$ cat src/rtl/seq_lock_pkg.sv
// Shared types and helpers for the seq_lock combination lock.
// Provides the FSM state enum, arming length and width helpers.
package seq_lock_pkg;

    typedef enum logic [1:0] {
        IDLE,
        ENTRY,
        UNLOCKED,
        LOCKOUT
    } state_e;

    // Cycles after reset during which press pulses are suppressed.
    localparam int ARM_CYCLES = 3;

    // Symbol width for n buttons: clog2(n), but never below 1 bit.
    function automatic int sym_w(input int n);
        return (n > 2) ? $clog2(n) : 1;
    endfunction

    function automatic int max3(input int a, input int b, input int c);
        int m;
        m = (a > b) ? a : b;
        return (m > c) ? m : c;
    endfunction

endpackage

$ cat src/rtl/seq_lock_btn_sync_edge.sv
// Button front end: 2-FF synchroniser, rising-edge pulse, arming.
// Ports: clk, rst (sync, active high), btn_i raw levels, press_o pulses.
module btn_sync_edge
    import seq_lock_pkg::*;
#(
    parameter int NBTN = 2
) (
    input  logic            clk,
    input  logic            rst,
    input  logic [NBTN-1:0] btn_i,
    output logic [NBTN-1:0] press_o
);

    logic [NBTN-1:0] s1_q;
    logic [NBTN-1:0] s2_q;
    logic [NBTN-1:0] s3_q;
    logic [1:0]      arm_q;
    logic            armed;

    always_ff @(posedge clk) begin
        if (rst) begin
            s1_q  <= '0;
            s2_q  <= '0;
            s3_q  <= '0;
            arm_q <= '0;
        end else begin
            s1_q <= btn_i;
            s2_q <= s1_q;
            s3_q <= s2_q;
            if (!armed) begin
                arm_q <= arm_q + 2'd1;
            end
        end
    end

    // A button held through reset rises in s2 within the arming
    // window, so masking those cycles swallows that spurious edge.
    assign armed   = (arm_q == 2'(ARM_CYCLES));
    assign press_o = armed ? (s2_q & ~s3_q) : '0;

endmodule

$ cat src/rtl/seq_lock.sv
// seq_lock: sequence-entry combination lock with timeout and unlock window.
// Ports: clk, rst (sync, active high), btn raw buttons; outputs unlocked,
// alarm, progress, fail_cnt (registered) and press (debug pulses).
// Build option: define SEQ_LOCK_LOCKOUT_EN to include the lockout state.
module seq_lock
    import seq_lock_pkg::*;
#(
    parameter int NBTN           = 2,
    parameter int CODE_LEN       = 6,
    parameter logic [sym_w(NBTN)*CODE_LEN-1:0] CODE = 6'b011101,
    parameter int UNLOCK_CYCLES  = 16,
    parameter int TIMEOUT_CYCLES = 1024,
    parameter int MAX_FAIL       = 3,
    parameter int LOCKOUT_CYCLES = 256
) (
    input  logic                            clk,
    input  logic                            rst,
    input  logic [NBTN-1:0]                 btn,
    output logic                            unlocked,
    output logic                            alarm,
    output logic [$clog2(CODE_LEN+1)-1:0]   progress,
    output logic [$clog2(MAX_FAIL+1)-1:0]   fail_cnt,
    output logic [NBTN-1:0]                 press
);

    localparam int SYM_W   = sym_w(NBTN);
    localparam int PW      = $clog2(CODE_LEN + 1);
    localparam int FW      = $clog2(MAX_FAIL + 1);
    localparam int CNT_MAX = max3(UNLOCK_CYCLES, TIMEOUT_CYCLES,
                                  LOCKOUT_CYCLES);
    localparam int CW      = sym_w(CNT_MAX);

    localparam logic [CW-1:0] UNLOCK_LD  = CW'(UNLOCK_CYCLES - 1);
    localparam logic [CW-1:0] TIMEOUT_LD = CW'(TIMEOUT_CYCLES - 1);
`ifdef SEQ_LOCK_LOCKOUT_EN
    localparam logic [CW-1:0] LOCK_LD    = CW'(LOCKOUT_CYCLES - 1);
`endif

    state_e          state_q;
    logic [PW-1:0]   prog_q;
    logic [FW-1:0]   fail_q;
    logic [CW-1:0]   cnt_q;
    logic            unlocked_q;
`ifdef SEQ_LOCK_LOCKOUT_EN
    logic            alarm_q;
`endif

    logic [SYM_W-1:0] sym;
    logic [SYM_W-1:0] exp_sym;
    logic [FW-1:0]    fail_inc;
    logic             any_press;
    logic             hit;

    btn_sync_edge #(
        .NBTN (NBTN)
    ) u_sync (
        .clk     (clk),
        .rst     (rst),
        .btn_i   (btn),
        .press_o (press)
    );

    // Index of the pressed button; only meaningful when one-hot,
    // which also guarantees the index is below NBTN.
    always_comb begin
        sym = '0;
        for (int i = 0; i < NBTN; i++) begin
            if (press[i]) begin
                sym = SYM_W'(i);
            end
        end
    end

    always_comb begin
        exp_sym = '0;
        for (int i = 0; i < CODE_LEN; i++) begin
            if (prog_q == PW'(i)) begin
                exp_sym = CODE[i*SYM_W +: SYM_W];
            end
        end
    end

    assign any_press = |press;
    assign hit       = $onehot(press) && (sym == exp_sym);
    assign fail_inc  = (fail_q == FW'(MAX_FAIL)) ? fail_q
                                                 : fail_q + FW'(1);

    always_ff @(posedge clk) begin
        if (rst) begin
            state_q    <= IDLE;
            prog_q     <= '0;
            fail_q     <= '0;
            cnt_q      <= '0;
            unlocked_q <= 1'b0;
`ifdef SEQ_LOCK_LOCKOUT_EN
            alarm_q    <= 1'b0;
`endif
        end else begin
            unique case (state_q)
                IDLE, ENTRY: begin
                    if (any_press) begin
                        if (hit && prog_q == PW'(CODE_LEN - 1)) begin
                            state_q    <= UNLOCKED;
                            prog_q     <= '0;
                            fail_q     <= '0;
                            cnt_q      <= UNLOCK_LD;
                            unlocked_q <= 1'b1;
                        end else if (hit) begin
                            state_q <= ENTRY;
                            prog_q  <= prog_q + PW'(1);
                            cnt_q   <= TIMEOUT_LD;
                        end else begin
                            prog_q <= '0;
                            fail_q <= fail_inc;
                            cnt_q  <= '0;
                            state_q <= IDLE;
`ifdef SEQ_LOCK_LOCKOUT_EN
                            if (fail_inc == FW'(MAX_FAIL)) begin
                                state_q <= LOCKOUT;
                                cnt_q   <= LOCK_LD;
                                alarm_q <= 1'b1;
                            end
`endif
                        end
                    end else if (state_q == ENTRY) begin
                        // Abandoned entry: drop progress, not a failure.
                        if (cnt_q == '0) begin
                            state_q <= IDLE;
                            prog_q  <= '0;
                        end else begin
                            cnt_q <= cnt_q - CW'(1);
                        end
                    end
                end
                UNLOCKED: begin
                    if (cnt_q == '0) begin
                        state_q    <= IDLE;
                        unlocked_q <= 1'b0;
                    end else begin
                        cnt_q <= cnt_q - CW'(1);
                    end
                end
                LOCKOUT: begin
`ifdef SEQ_LOCK_LOCKOUT_EN
                    if (cnt_q == '0) begin
                        state_q <= IDLE;
                        fail_q  <= '0;
                        alarm_q <= 1'b0;
                    end else begin
                        cnt_q <= cnt_q - CW'(1);
                    end
`else
                    state_q <= IDLE;
`endif
                end
            endcase
        end
    end

    assign unlocked = unlocked_q;
    assign progress = prog_q;
    assign fail_cnt = fail_q;
`ifdef SEQ_LOCK_LOCKOUT_EN
    assign alarm    = alarm_q;
`else
    assign alarm    = 1'b0;
`endif

endmodule

$ cat config.mk
export PLATFORM = sky130hd
export DESIGN_NAME = seq_lock
export DESIGN_NICKNAME = d
export VERILOG_FILES = /design/src/rtl/seq_lock_pkg.sv /design/src/rtl/seq_lock_btn_sync_edge.sv /design/src/rtl/seq_lock.sv
export SDC_FILE = /design/constraint.sdc
export NUM_CORES = 1
export LEC_CHECK = 0
export CORE_UTILIZATION = 60
export DETAILED_ROUTE_END_ITERATION = 7
export PLACE_DENSITY_LB_ADDON = 0.12
export SYNTH_ARGS = -nofsm -noshare
export SYNTH_HDL_FRONTEND = slang
export SYNTH_SLANG_ARGS = --single-unit
$ cat constraint.sdc
create_clock -name clk -period 4.2 [get_ports clk]
set_clock_uncertainty 0.2 [all_clocks]
set_input_delay 0.84 -clock clk [delete_from_list [all_inputs] [get_ports clk]]
set_output_delay 0.84 -clock clk [all_outputs]
set_load 0.03 [all_outputs]
# Yosys cells after proc, flatten, opt, wreduce, memory -nomap -nowiden
# Index checks and enable logic that the tools add are counted.
[op_classes] addsub=5 mul=0 div_mod_pow=0 magnitude_cmp=0 n_eq_ne=18 shifts=0 mux=32 n_bitwise=2 n_reduce_logical=14
[op_table] operator="two-way mux 10 bit" count=5
[op_table] operator="one-hot mux 10 bit (2 select lines)" count=1
[op_table] operator="two-way mux 2 bit" count=8
[op_table] operator="two-way mux 3 bit" count=5
[op_table] operator="two-way mux 1 bit" count=11
[op_table] operator="logical NOT 10 bit" count=1
[op_table] operator="subtractor 10 x 1 -> 10 bit, second input constant" count=1
[op_table] operator="== test 2 bit, second input constant" count=4
[op_table] operator="AND reduction 4 bit" count=2
[op_table] operator="== test 3 x 2 -> 1 bit, second input constant" count=2
[op_table] operator="== test 3 bit, second input constant" count=2
[op_table] operator="!= test 2 bit, second input constant" count=3
[op_table] operator="one-hot mux 2 bit (3 select lines)" count=1
[op_table] operator="nonzero test 2 bit" count=3
[op_table] operator="adder 2 x 1 -> 2 bit, second input constant" count=2
[op_table] operator="== test 2 x 1 -> 1 bit, second input constant" count=2
[op_table] operator="!= test 2 x 1 -> 1 bit, second input constant" count=2
[op_table] operator="OR reduction 2 bit" count=2
[op_table] operator="adder 3 x 1 -> 3 bit, second input constant" count=1
[op_table] operator="== test 3 x 1 -> 1 bit, second input constant" count=1
[op_table] operator="logical NOT 3 bit" count=1
[op_table] operator="!= test 3 bit, second input constant" count=1
[op_table] operator="AND reduction 3 bit" count=1
[op_table] operator="adder 1 x 1 -> 2 bit" count=1
[op_table] operator="7 further kinds" count=8
[totals] reg_bits=26 latchBits=0 mem_bits_rw=0 mem_bits_ro=0 inputBits=4 output_inout_bits=9 elab_cells=80 mem_count=0

# Logic depth before layout (Yosys ltp)
# Gate-level depths: netlist of the first run.
[depth] depth_word=13 mapped_depth=8 depth_no_buf=8

# By module
# Synthesis of the first run repeated with hierarchy kept, for this count alone.
[hier_totals] cells_unflattened=169 area_unflattened_um2=1437.6
[by_module_without_submodules] mod="seq_lock" instances=1 cells_per_inst=146 area_per_inst_um2=1172.4 seq_area_each_um2=360.3
[by_module_without_submodules] mod="btn_sync_edge" instances=1 cells_per_inst=23 area_per_inst_um2=265.3 seq_area_each_um2=160.2

# Worst setup path before layout of the first run
# No wires, ideal clock.
[synth_path] path_type="register -> register" startpoint="reg u_sync.arm_q[0]" endpoint="reg cnt_q[3]" setup_time_ns=0.074 arrival_ns=2.047 required_time_ns=3.926 setup_slack_ns=1.879 stages_incl_launch_ff=9 n_path_buf=0 synth_period_minus_slack_ns=2.321 path_cell_list="dfxtp_1 -> ha_1 -> nand3b_1 -> ha_1 -> nand2b_1 -> o21ai_1 -> or3_4 -> or3b_1 -> a31oi_1"
[synth_via] elab_chain_cells=9 word_cells_on_any_way=15 cone_classes="1 x add/sub; 4 x eq/ne; 6 x mux; 4 x reduce/logical"
[synth_lines] item="from (decl)" line="seq_lock_btn_sync_edge.sv:17" rtl="logic [1:0] arm_q;"
[synth_lines] item="from (signal assigned)" line="seq_lock_btn_sync_edge.sv:31" rtl="arm_q <= arm_q + 2'd1;"
[synth_lines] item="== test 2 bit *" line="seq_lock_btn_sync_edge.sv:38" rtl="assign armed = (arm_q == 2'(ARM_CYCLES));"
[synth_lines] item="two-way mux 2 bit *" line="seq_lock_btn_sync_edge.sv:39" rtl="assign press_o = armed ? (s2_q & ~s3_q) : '0;"
[synth_lines] item="adder 1 x 1 -> 2 bit (implied by the code) or two-way mux 1 bit (tied branches)" line="seq_lock.sv:84, seq_lock.sv:68"
[synth_lines] item="== test 2 x 1 -> 1 bit or == test 1 bit (tied branches)" line="seq_lock.sv:84" rtl="assign hit = $onehot(press) && (sym == exp_sym);"
[synth_lines] item="logical AND 1 bit" line="seq_lock.sv:84"
[synth_lines] item="two-way mux 10 bit or logical AND 1 bit (tied branches)" line="seq_lock.sv:108, seq_lock.sv:102"
[synth_lines] item="two-way mux 10 bit" line="seq_lock.sv:102" rtl="if (hit && prog_q == PW'(CODE_LEN - 1)) begin"
[synth_lines] item="two-way mux 10 bit" line="seq_lock.sv:101" rtl="if (any_press) begin"
[synth_lines] item="one-hot mux 10 bit (2 select lines)" line="seq_lock.sv:99" rtl="unique case (state_q)"
[synth_lines] item="to (signal assigned)" line="seq_lock.sv:131" rtl="cnt_q <= cnt_q - CW'(1);"
[synth_lines] item="to (signal assigned)" line="seq_lock.sv:140" rtl="cnt_q <= cnt_q - CW'(1);"
[synth_lines] item="to (decl)" line="seq_lock.sv:42" rtl="logic [CW-1:0] cnt_q;"
# Mark *: on every way between the ends. The rest lies on a longest branch, timed or not.
# A chain may end at the register's enable or synchronous reset.

# Worst setup path in the final report of the first run
[layout_path] startpoint="reg u_sync.arm_q[0]" endpoint="out press[1]"
[layout_via] elab_chain_cells=2
[layout_lines] item="== test 2 bit" line="seq_lock_btn_sync_edge.sv:38"
[layout_lines] item="two-way mux 2 bit" line="seq_lock_btn_sync_edge.sv:39"
[layout_lines] item="to (decl)" line="seq_lock.sv:23" rtl="output logic [NBTN-1:0] press"
# No other way between the ends.

==> reports/summary.txt, run 1 <==
Max-slew violations: 0
Global-route wire length before repair: 5.08 mm
Lkg Pwr: 0.676 nW
Slowest cell on the critical path: clkdlybuf4s50_1
Status: finished clean
#FFs+latches synth: 26
Worst path top cell family by delay: buffers and inverters
Vias in the first global route: 1136
Tcrit/Tclk final: 0.697
Longest Clk Path Bufs: 2
Core area: 0.00225 mm2
WS Path Type: register to primary output
WL final: 2.96 mm
TritonCTS clock tree: yes
# Post-CTS Setup Buffers: 0
Fraction of layout cells with a size suffix above 1: 0.0920
Post-place setup slack: 1.52 ns
Area fraction of the dominant cell type after synthesis: 0.358
Final setup violation count: 0
Slew margin rel.: 0.449
Clk sinks: 26
Clk slew on worst S/H paths: 0.14 ns
Final core utilization: 0.708
Initial DRT Pass Iterations: 4
Starting density of the core: 0.644
Syn Inst Count: 166
Register area share after synthesis: 0.358
Ys Warns: 0
Area grow syn2layout: 9.91%
Initial antenna violation count: 0
Final Wtd Congestion: 0.846
Setup tns final: 0 ns
Total track usage: 0.264
Max Cap Violations: 0
Clk_lat worst skew: 0.33 ns
Cell taking the most area after synthesis: dfxtp_1
WL per Instance: 14.6 um
Post-Syn Area: 0.00145 mm2
Fin worst setup slack: 1.27 ns
Least-Margin Pin Slew: 0.824 ns
Primary FF master, synth: dfxtp_1
Root buffer cell: clkbuf_4
Power Density: 290 mW/mm2
Worst setup EP type: primary output
Netlist cell types: 51
Critical path's largest stage delay: 0.66 ns
# DRC: 0
DIE AREA: 0.00262 mm2
Crit path required time: 3.16 ns
CTS H-Tree Depth: 1
Worst setup SP type: register
Largest net degree at the start of global routing: 25
Max Fclk: 341 MHz
CP Cell Sequence: ha_1 -> nand3b_1 -> inv_1 -> clkdlybuf4s50_1
CP Buf/Inv Count: 2
RSZ-0062 raised after global routing: false
IO Pins: 13
DRT antenna net count: 0
Vias post-DR: 1218
Post-CTS Hold Buffers: 0
Port Buf Inserts: 11
Ys async rst share: 0
Synthesized Nets: 176
Vias per cell: 6.03
Std cell rows: 17
Tmin final: 2.93 ns
Largest fanout on the critical path: 4
Number of flops mapped to enable cells by yosys: 0
Worst Hold Class: register to register
Cts repair resizes: 0
GRT overflow: 0
Area contributors post-synth: dfxtp_1 36%, ha_1 5.2%, nor2_1 4.1%
DR iter-0 viols: 24
HPWL Detailed: 2.16 mm
Die Ht: 51.2 um
Data arrival time of the critical path: 1.89 ns
Diode count: 0
Peak supply drop: 0.000228 V
Syn avg cell area: 8.75 um2
Fin. Hold Viols: 0
Die Wd: 51.2 um
Final net count: 185
Num CTS Buffers: 3
worst reg2reg max path, cell delays in order (launching register included):
cell,delay (ns)
dfxtp_1,0.39
ha_1,0.26
nand3b_1,0.16
ha_1,0.29
nor2_1,0.39
a41o_2,0.23
nand3_2,0.19
nor4b_1,0.33
a31o_2,0.15
sequential cells by signal (all words and copies together), names as in the netlist:
signal	flops
cnt_q	10
progress	3
fail_cnt	2
state_q	2
u_sync.arm_q	2
u_sync.s1_q	2
u_sync.s2_q	2
u_sync.s3_q	2
unlocked	1
metrics by stage:
stage | instances | hold slack (ns) | total power [mW] | instance area [um2]
after floorplan | 166 | 0.214 | 0.322 | 1450
final | 202 | 0.257 | 0.462 | 1600
after global routing | 202 | 0.277 | 0.482 | 1600
after CTS | 202 | 0.259 | 0.465 | 1600
after global placement | 198 | 0.219 | 0.334 | 1560
after detailed placement | 198 | 0.230 | 0.337 | 1560
logic make-up (layout without fill, tap and decap cells):
group	Yosys count	after routing	synth area share
AO/OA/AOI/OAI	43	43	0.212
buffers and inverters	16	24	0.0491
multiplexers	6	6	0.0422
other	1	1	0.00258
flip-flops	26	26	0.358
XOR/XNOR	2	2	0.0121
adder cells (fa/ha/maj)	6	6	0.0517
AND/OR/NAND/NOR	66	66	0.272
metal layers:
layer,track usage,wire length (um),vias up
li1,-,-,619
met5,0,0,-
met3,0.0387,77,7
met1,0.334,1390,569
met4,0.148,82,0
met2,0.425,1410,23
power by group:
| group | internal [mW] | switching (mW) |
|---|---|---|
| sequential | 0.256 | 0.00762 |
| combinational | 0.0316 | 0.0375 |
| clock | 0.0532 | 0.0768 |
cell usage after synthesis (2+ instances only):
master,number
o32ai_1,2
nand3_1,2
a31oi_1,4
a21boi_0,2
nand2_1,14
o21ai_0,5
o211ai_1,4
nor3_1,3
clkbuf_1,4
o211a_1,5
nor2_1,16
buf_4,3
and2b_1,2
inv_1,9
ha_1,6
dfxtp_1,26
nor2b_1,7
a21oi_1,9
nand3b_1,4
nand4_1,2
nand2b_1,2
xor2_1,2
mux2i_1,5
cell type report:
| type | instances | area, um2 |
|---|---|---|
| timing repair buffer | 11 | 110 |
| inverter | 9 | 33.8 |
| fill | 191 | 658 |
| tap | 28 | 35.0 |
| sequential | 26 | 520 |
| multi-input combinational | 124 | 861 |
| clock buffer | 4 | 36.3 |
path summary, 6_finish.rpt:
kind	startpoint	endpoint	slack [ns]	cells after the start
setup / recovery	u_sync.arm_q[0]	press[1]	1.27	4
hold / removal	u_sync.s1_q[0]	u_sync.s2_q[0]	0.26	1
setup reg to reg	u_sync.arm_q[0]	progress[2]	1.57	8
hold reg to reg	u_sync.s1_q[0]	u_sync.s2_q[0]	0.26	1
placed cells by master (no fill, tap or decap), types with 2 or more instances in the layout:
cell / Yosys / final
clkdlybuf4s50_1: 0 / 11
o211a_1: 5 / 5
nand3_1: 2 / 2
nand2b_1: 2 / 2
a21boi_0: 2 / 2
clkbuf_4: 0 / 3
inv_1: 9 / 9
nor3_1: 3 / 3
mux2i_1: 5 / 5
o21ai_0: 5 / 5
o211ai_1: 4 / 4
a21oi_1: 9 / 9
nand4_1: 2 / 2
o32ai_1: 2 / 2
a31oi_1: 4 / 4
nor2_1: 16 / 16
nand3b_1: 4 / 4
xor2_1: 2 / 2
nor2b_1: 7 / 7
and2b_1: 2 / 2
nand2_1: 14 / 14
dfxtp_1: 26 / 26
ha_1: 6 / 6
Note: power is estimated with default switching activity, not from simulation.
==> run 2: changes to the inputs <==
- CORE_UTILIZATION: 60 -> 56
- clock period: 4.2 -> 2.7 ns (I/O delays scaled with it)
==> run 2 against run 1 <==
- sequential cell count did not move
- via count rose by 2.0%
- worst hold slack improved by 0.0087 ns
- non-clock buffer count rose by 4
- worst setup slack got worse by 1.1 ns
- global-route usage fell by 3.4 points
- clock power rose by 110%
- highest routed layer unchanged
- largest cell class unchanged
- register-to-register slack got worse by 1.4 ns
- power rose by 70%
- wire length fell by 1.9%
==> reports/summary.txt, run 2 (same netlist as run 1, synthesis figures left out) <==
Status: finished clean (unchanged)
Peak supply drop: 0.000422 V (was 0.000228 V)
Max Cap Violations: 0 (unchanged)
Biggest register: cnt_q (unchanged)
Fin. Hold Viols: 0 (unchanged)
Tmin final: 2.55 ns
Placed Area: 0.00159 mm2 (was 0.00156 mm2)
Area of the multi-input gates: 863 um2 (was 861 um2)
Starting density of the core: 0.592 (was 0.644)
CTS H-Tree Depth: 1 (unchanged)
Core area: 0.00245 mm2 (was 0.00225 mm2)
Total track usage: 0.230 (was 0.264)
Placed insts: 204 (was 198)
Data arrival time of the critical path: 1.81 ns (was 1.89 ns)
Clk slew on worst S/H paths: 0.14 ns (about the same)
Vias in the first global route: 1078 (was 1136)
GRT overflow: 0 (unchanged)
Post-place setup slack: 0.152 ns (was 1.52 ns)
Port Buf Inserts: 11 (unchanged)
Initial DRT Pass Iterations: 4 (unchanged)
Vias per cell: 5.97 (was 6.03)
Total power: 0.788 mW (was 0.462 mW)
Diode count: 0 (unchanged)
Most frequent cells in the layout: 26 x dfxtp_1, 16 x nor2_1, 14 x nand2_1 (unchanged)
TritonCTS clock tree: yes (unchanged)
Fill cells: 202 (was 191)
# DRC: 0 (unchanged)
WL final: 2.90 mm (was 2.96 mm)
Max-slew violations: 0 (unchanged)
Max reg flops: 10 (unchanged)
Fraction of layout cells with a size suffix above 1: 0.118 (was 0.0920)
Least-Margin Pin Slew: 0.687 ns (was 0.824 ns)
Worst Hold Class: register to register (unchanged)
Vias post-DR: 1242 (was 1218)
Max Fclk: 393 MHz
Largest net degree at the start of global routing: 16 (was 25)
Setup tns final: 0 ns (unchanged)
Clk_lat worst skew: 0.32 ns (was 0.33 ns)
Storage element area: 520 um2 (unchanged)
Std cell rows: 18 (was 17)
Global-route wire length before repair: 4.73 mm (was 5.08 mm)
Worst hold margin: 0.266 ns (was 0.257 ns)
Longest Clk Path Bufs: 2 (unchanged)
Worst setup SP type: register (unchanged)
Cell area after layout: 0.00165 mm2 (was 0.00160 mm2)
Final Non-Filler Cells: 208 (was 202)
DIE AREA: 0.00280 mm2 (was 0.00262 mm2)
# Post-CTS Setup Buffers: 0 (unchanged)
Die Ht: 52.9 um (was 51.2 um)
Num CTS Buffers: 3 (unchanged)
Largest fanout on the critical path: 4 (unchanged)
Initial antenna violation count: 0 (unchanged)
Final Wtd Congestion: 0.893 (was 0.846)
Post-CTS Hold Buffers: 0 (unchanged)
Tcrit/Tclk final: 0.943
Most common cell after layout, fill and taps aside: dfxtp_1 (unchanged)
Power Density: 478 mW/mm2 (was 290 mW/mm2)
WS Path Type: register to primary output (unchanged)
WL per Instance: 13.9 um (was 14.6 um)
Slew margin rel.: 0.541 (was 0.449)
Clk sinks: 26 (unchanged)
Final net count: 189 (was 185)
Area grow syn2layout: 13.6% (was 9.91%)
Lkg Pwr: 0.720 nW (was 0.676 nW)
Crit path required time: 1.96 ns (was 3.16 ns)
Final setup violation count: 0 (unchanged)
Fin worst setup slack: 0.155 ns (was 1.27 ns)
Cts repair resizes: 0 (unchanged)
RSZ-0062 raised after global routing: false (unchanged)
DRT antenna net count: 0 (unchanged)
Root buffer cell: clkbuf_4 (unchanged)
IO Pins: 13 (unchanged)
DR iter-0 viols: 32 (was 24)
HPWL Detailed: 2.15 mm (was 2.16 mm)
Worst setup EP type: primary output (unchanged)
Final core utilization: 0.672 (was 0.708)
Die Wd: 52.9 um (was 51.2 um)
## run 2: cell type report
| type | instances | area share |
|---|---|---|
| sequential | 26 | 0.315 |
| inverter | 9 | 0.0205 |
| clock inverter | 1 | 0.0182 |
| clock buffer | 3 | 0.0136 |
| multi-input combinational | 124 | 0.523 |
| tap | 30 | 0.0227 |
| timing repair buffer | 15 | 0.0864 |
## run 2: worst paths after layout
| kind | start | end | slack [ns] | depth (start not counted) |
|---|---|---|---|---|
| setup / recovery | u_sync.arm_q[0] | press[0] | 0.15 | 4 |
| hold / removal | u_sync.s1_q[1] | u_sync.s2_q[1] | 0.27 | 1 |
| setup reg to reg | u_sync.arm_q[0] | cnt_q[3] | 0.18 | 8 |
| hold reg to reg | u_sync.s1_q[1] | u_sync.s2_q[1] | 0.27 | 1 |
## run 2: power breakdown
part | internal (mW) | switching [mW] | total [mW]
clock network | 0.150 | 0.119 | 0.270
registers | 0.398 | 0.0109 | 0.409
logic | 0.0518 | 0.0582 | 0.110
total | 0.600 | 0.189 | 0.788
## run 2: layer usage
| layer | wire [um] | share of wire | track usage |
|---|---|---|---|
| met1 | 1420 | 0.49 | 0.299 |
| met3 | 86 | 0.030 | 0.0345 |
| met4 | 24 | 0.0083 | 0.0921 |
| met2 | 1370 | 0.47 | 0.376 |
| met5 | 0 | 0 | 0 |
## run 2: critical path, stage by stage, from the launching register on
cell,delay (ns)
dfxtp_1,0.38
ha_1,0.26
nand3b_1,0.13
inv_1,0.07
clkdlybuf4s50_1,0.66
